File: src/rtl/frogger_round_ctrl.sv
// Frogger round sequencer: time bar, lives, home bays and the play/death/win/over FSM.
// Every output is registered and updates on the edge that samples its trigger.
module frogger_round_ctrl #(
  parameter int TIME_MAX        = 200,
  parameter int FRAMES_PER_STEP = 30,
  parameter int LIVES_INIT      = 3,
  parameter int DEATH_FRAMES    = 60,
  parameter int GOAL_SLOTS      = 5
) (
  input  logic       Clk,
  input  logic       Reset,
  input  logic       frame_tick,
  input  logic       start,
  input  logic       collide,
  input  logic       goal_hit,
  input  logic [2:0] goal_idx,
  output logic [9:0] time_width,
  output logic [2:0] lives,
  output logic [4:0] goals_filled,
  output logic       frog_respawn,
  output logic       frog_freeze,
  output logic       game_over,
  output logic       round_won,
  output logic [2:0] state
);

  localparam int FW = (FRAMES_PER_STEP > 1) ? $clog2(FRAMES_PER_STEP) : 1;
  localparam int DW = (DEATH_FRAMES > 1) ? $clog2(DEATH_FRAMES) : 1;
  localparam logic [9:0]    TW_MAX    = 10'(TIME_MAX);
  localparam logic [2:0]    LIVES0    = 3'(LIVES_INIT);
  localparam logic [4:0]    ALL_BAYS  = 5'((1 << GOAL_SLOTS) - 1);
  localparam logic [FW-1:0] FC_LAST   = FW'(FRAMES_PER_STEP - 1);
  localparam logic [DW-1:0] DC_LAST   = DW'(DEATH_FRAMES - 1);

  typedef enum logic [2:0] {
    S_IDLE  = 3'd0,
    S_PLAY  = 3'd1,
    S_DYING = 3'd2,
    S_OVER  = 3'd3,
    S_WIN   = 3'd4
  } state_t;

  state_t        r_state;
  logic [9:0]    r_tw;
  logic [2:0]    r_lives;
  logic [4:0]    r_goals;
  logic [FW-1:0] r_fc;
  logic [DW-1:0] r_dc;
  logic          r_respawn;
  logic          r_freeze;
  logic          r_over;
  logic          r_won;

  logic          w_goal_valid;
  logic [4:0]    w_goal_mask;
  logic          w_goal_new;
  logic [4:0]    w_goals_next;
  logic          w_all_filled;
  logic          w_tick_death;
  logic [9:0]    w_base_tw;
  logic [FW-1:0] w_base_fc;
  logic          w_wrap;
  logic [9:0]    w_tw_upd;
  logic [FW-1:0] w_fc_upd;
  logic [2:0]    w_lives_dec;

  assign w_goal_valid = int'(goal_idx) < GOAL_SLOTS;
  assign w_goal_mask  = 5'b00001 << goal_idx;
  assign w_goal_new   = goal_hit && w_goal_valid && ((r_goals & w_goal_mask) == 5'b0);
  assign w_goals_next = r_goals | w_goal_mask;
  assign w_all_filled = (w_goals_next & ALL_BAYS) == ALL_BAYS;
  assign w_tick_death = frame_tick && (collide || (r_tw == 10'd0));
  assign w_lives_dec  = (r_lives != 3'd0) ? r_lives - 3'd1 : 3'd0;

  // A scored goal reloads the bar first; a coincident frame tick is then counted on top.
  assign w_base_tw = w_goal_new ? TW_MAX : r_tw;
  assign w_base_fc = w_goal_new ? '0 : r_fc;
  assign w_wrap    = (w_base_fc == FC_LAST);
  assign w_tw_upd  = (frame_tick && w_wrap && (w_base_tw != 10'd0)) ? w_base_tw - 10'd1 : w_base_tw;
  assign w_fc_upd  = !frame_tick ? w_base_fc : (w_wrap ? '0 : w_base_fc + 1'b1);

  always_ff @(posedge Clk or posedge Reset) begin
    if (Reset) begin
      r_state   <= S_IDLE;
      r_tw      <= TW_MAX;
      r_lives   <= LIVES0;
      r_goals   <= 5'b0;
      r_fc      <= '0;
      r_dc      <= '0;
      r_respawn <= 1'b0;
      r_freeze  <= 1'b1;
      r_over    <= 1'b0;
      r_won     <= 1'b0;
    end else begin
      r_respawn <= 1'b0;
      case (r_state)
        S_PLAY: begin
          r_tw <= w_tw_upd;
          r_fc <= w_fc_upd;
          if (w_goal_new) begin
            r_goals <= w_goals_next;
            if (w_all_filled) begin
              r_state  <= S_WIN;
              r_won    <= 1'b1;
              r_freeze <= 1'b1;
            end else begin
              // Frog is already reloading this cycle; never stretch the pulse.
              r_respawn <= !r_respawn;
            end
          end else if (goal_hit || w_tick_death) begin
            r_state  <= S_DYING;
            r_lives  <= w_lives_dec;
            r_dc     <= '0;
            r_freeze <= 1'b1;
          end
        end
        S_DYING: begin
          if (frame_tick) begin
            if (r_dc == DC_LAST) begin
              if (r_lives == 3'd0) begin
                r_state <= S_OVER;
                r_over  <= 1'b1;
              end else begin
                r_state   <= S_PLAY;
                r_tw      <= TW_MAX;
                r_fc      <= '0;
                r_respawn <= 1'b1;
                r_freeze  <= 1'b0;
              end
            end else begin
              r_dc <= r_dc + 1'b1;
            end
          end
        end
        S_IDLE, S_OVER, S_WIN: begin
          if (start) begin
            r_state   <= S_PLAY;
            r_tw      <= TW_MAX;
            r_lives   <= LIVES0;
            r_goals   <= 5'b0;
            r_fc      <= '0;
            r_dc      <= '0;
            r_respawn <= 1'b1;
            r_freeze  <= 1'b0;
            r_over    <= 1'b0;
            r_won     <= 1'b0;
          end
        end
        default: begin
          r_state  <= S_IDLE;
          r_freeze <= 1'b1;
        end
      endcase
    end
  end

  assign time_width   = r_tw;
  assign lives        = r_lives;
  assign goals_filled = r_goals;
  assign frog_respawn = r_respawn;
  assign frog_freeze  = r_freeze;
  assign game_over    = r_over;
  assign round_won    = r_won;
  assign state        = r_state;

endmodule

File: config.mk
export PLATFORM = sky130hd
export DESIGN_NAME = frogger_round_ctrl
export DESIGN_NICKNAME = d
export VERILOG_FILES = /design/src/rtl/frogger_round_ctrl.sv
export SDC_FILE = /design/constraint.sdc
export NUM_CORES = 1
export LEC_CHECK = 0
export ABC_AREA = 1
export ABC_CLOCK_PERIOD_IN_PS = 2100
export CAP_MARGIN = 0
export CORE_ASPECT_RATIO = 1.1
export CORE_MARGIN = 3
export CORE_UTILIZATION = 50
export CTS_CLUSTER_DIAMETER = 100
export DETAILED_ROUTE_END_ITERATION = 10
export GPL_TIMING_DRIVEN = 0
export PLACE_DENSITY = 0.88
export SLEW_MARGIN = 20
export SYNTH_ARGS = -nofsm -noshare
export SYNTH_HDL_FRONTEND = slang
export SYNTH_SLANG_ARGS = --single-unit
File: constraint.sdc
create_clock -name Clk -period 2.1 [get_ports Clk]
set_input_delay 0.315 -clock Clk [delete_from_list [all_inputs] [get_ports Clk]]
set_output_delay 0.315 -clock Clk [all_outputs]
set_load 0.02 [all_outputs]
==> results.toml <==
[grt]
use_met1_pct = 27.2
gr-total-overflow = 0
grt_usage_pct = 23.1
antenna_found_initial = 0
grtUsageMet3_pct = 4.28
grt_first_pass_wirelength_mm = 10.7
grt_pass1_vias = 2512
gr-usage-met2_pct = 41.3
top_usage_layer = "met2"
grt_max_degree = 37

[clock_network]
ctsHoldBuffers = 0
cts_tree = "yes"
h-tree-depth = 2
clk_pin_slew_ns = 0.07
clkLatencyLatePin_ns = 0.29
ctsRootBufferMaster = "clkbuf_8"
cts_buffer_depth = 2
cts_sinks = 36
numCtsBuffers = 5

[yosys]
synthTopCellsByCount = "102 x nand2_1, 42 x inv_1, 30 x dfrtp_1"
yosys.area.top_type = "dfrtp_1"
synthCells = 343
ys_seq_area_share_pct = 37.0
post_synth_main_area_contributors = "dfrtp_1 31%, nand2_1 16%, dfstp_2 6.4%, inv_1 6.4%, nand3_1 5.1%"
synth_most_common_cell = "nand2_1"
synth-main-ff-cell = "dfrtp_1"
synth_edf_count = 0
synth_cell_type_count = 35
synth_seq_cells = 36
avgSynthCellArea_um2 = 7.16
synth_top_area_share_pct = 30.5
synth_area_um2 = 2460
yosysWarnings = 0
syn_nets = 358
ys_async_sr_fraction_pct = 100

[power_and_ir_drop]
power_frac_seq_pct = 30.3
power_leakage_nw = 1.57
power_mw = 3.42
power_density_nw_per_um2 = 1040
p_switching_mw = 1.58
clockPowerShare_pct = 15.9
p_int_mw = 1.85
irDropWorstVdd_v = 0.000935
comb_power_share_pct = 53.8
netSwitchingFraction_pct = 46.1

[floorplan]
num_rows = 26
ioPinCount = 34
die_w_um = 72.8
coreArea_um2 = 4680
fp.dieH_um = 79.5
start_util_pct = 52.5
die_area_um2 = 5790

[drt]
ant_nets = 0
wl_mm = 6.97
drt-wirelength-per-cell_um = 15.1
drc = 0
via_per_inst = 5.59
num_vias = 2587
drt_iter0_drc = 200
dr.pass1.iters = 7

[sta]
setup_violations = 15
slew_headroom_pct = 48.0
setup_tns_ns = -1.92
rsz0062_at_grt = "true"
worstMarginPinSlew_ns = 0.778
hold_violations = 0
finalWorstSetupSlack_ns = -0.215
period_needed_ns = 2.31
fin_crit_sh_pct = 110
clock.fmax_mhz = 432
slew_violations = 0
fin_skew_ns = 0.00722

[run]
maxCapViolCount = 0

[cells_and_area]
n_fill_cell = 380
syn2layout_area_growth_pct = 33.9
stdcell_area_um2 = 3290
regArea_um2 = 911
final_core_util_pct = 70.2
final_cells = 463
finalNetCount = 421
diodes = 0
layout-drive-gt1-share_pct = 26.5
multi_input_area_um2 = 1450

[setup_path]
crit_path_end_kind = "register"
start_kind = "input port"
required_ns = 2.33
worstSetupPathType = "input port to register"
path_max_fanout = 5
critPathArrivalTime_ns = 2.55

[status]
violations = "negative setup slack"
status = "finished, violations left"

[placed_design]
portBuffers = 33
dp_hpwl_mm = 4.24
placed_cell_area_um2 = 2890
place_inst = 432
gp_congestion = 0.853

[min_path]
hold_class = "input port to register"
## state kept, by name (all words and copies together), names as in the netlist, 3 cells and up
signal        cells
time_width       10
r_dc              6
goals_filled      5
r_fc              5
lives             3
state             3
## kinds of logic after synthesis
group                    share of synthesized area, %
XOR/XNOR                                         2.85
flip-flops                                       37.0
adder cells (fa/ha/maj)                          3.05
AND/OR/NAND/NOR                                  36.1
AO/OA/AOI/OAI                                    10.8
buffers and inverters                            10.2
## layout make-up
| type | count | share of cell area (%) |
|---|---|---|
| Multi-Input combinational cell | 247 | 44.0 |
| Sequential cell | 36 | 27.7 |
| Timing Repair Buffer | 54 | 15.3 |
| Inverter | 57 | 6.66 |
| Clock buffer | 8 | 3.04 |
| Tap cell | 56 | 2.13 |
| Buffer | 5 | 1.22 |
## layer usage
| layer | part of all wire (%) | routed length (µm) |
|---|---|---|
| met3 | 6.5 | 453 |
| met2 | 53 | 3710 |
| met1 | 38 | 2660 |
| met5 | 0 | 0 |
| met4 | 2.2 | 153 |
## layout by cell type (no fill, tap or decap), types with 5 or more instances in the layout
| cell type | n |
|---|---|
| o21ai_0 | 9 |
| o21ai_1 | 15 |
| clkbuf_8 | 7 |
| nor2_4 | 10 |
| nand3_1 | 23 |
| nand2_1 | 100 |
| ha_1 | 5 |
| dfrtp_1 | 28 |
| nand4_1 | 7 |
| inv_2 | 21 |
| nor2_1 | 16 |
| clkdlybuf4s50_1 | 30 |
| xor2_1 | 8 |
| dfstp_2 | 6 |
| buf_4 | 17 |
| inv_1 | 35 |
| a21oi_1 | 7 |
| nor2_2 | 7 |
## what timing repair did
action                                  in CTS  in global routing
cloned                                       1                  1
gates resized for setup                     20                 26
pin swaps                                   16                 15
endpoints found under the setup margin      15                 18
hold endpoints to repair                     0                  0
buffers inserted                            13                  8
## critical path: stages
cell and delay (ns):
clkdlybuf4s15_2 0.24, nor2_2 0.18, nand3_1 0.11, nand2_1 0.09
nor2_2 0.04, nand2_2 0.09, buf_4 0.14, clkinv_4 0.08
nor2_4 0.14, ha_1 0.17, and3_4 0.20, nand3_4 0.14
inv_2 0.14, nand2_2 0.11, o21ai_1 0.16, nand3_1 0.12
nand2_1 0.10
## metrics by stage
stage / hold WS [ns] / setup slack, ns
after floorplan: 0.459 / -0.0724
after global placement: 0.477 / -0.853
after detailed placement: 0.478 / -0.891
after CTS: 0.493 / -0.143
after global routing: 0.495 / -0.337
final: 0.448 / -0.215
## path summary, 6_finish.rpt
path	from	endpoint	slack [ns]	depth (start not counted)
max	goal_idx[0]	time_width[4]	-0.21	17
min	goal_idx[2]	goals_filled[4]	0.45	3
max reg2reg	goals_filled[4]	time_width[4]	-0.18	18
min reg2reg	round_won	round_won	0.49	2
max in group asynchronous	Reset	goals_filled[1]	1.07	2
min in group asynchronous	Reset	time_width[2]	0.49	2
## power groups by stage
stage	Clock [mW]	Combinational (mW)	Sequential, mW
2_1_floorplan	0	1.10	1.14
3_3_place_gp	0	1.65	1.03
3_5_place_dp	0	1.70	1.05
4_1_cts	0.556	1.75	1.03
5_1_grt	0.587	2.02	1.06
6_report	0.546	1.84	1.04
No activity file was read; power rests on OpenSTA's default activity.
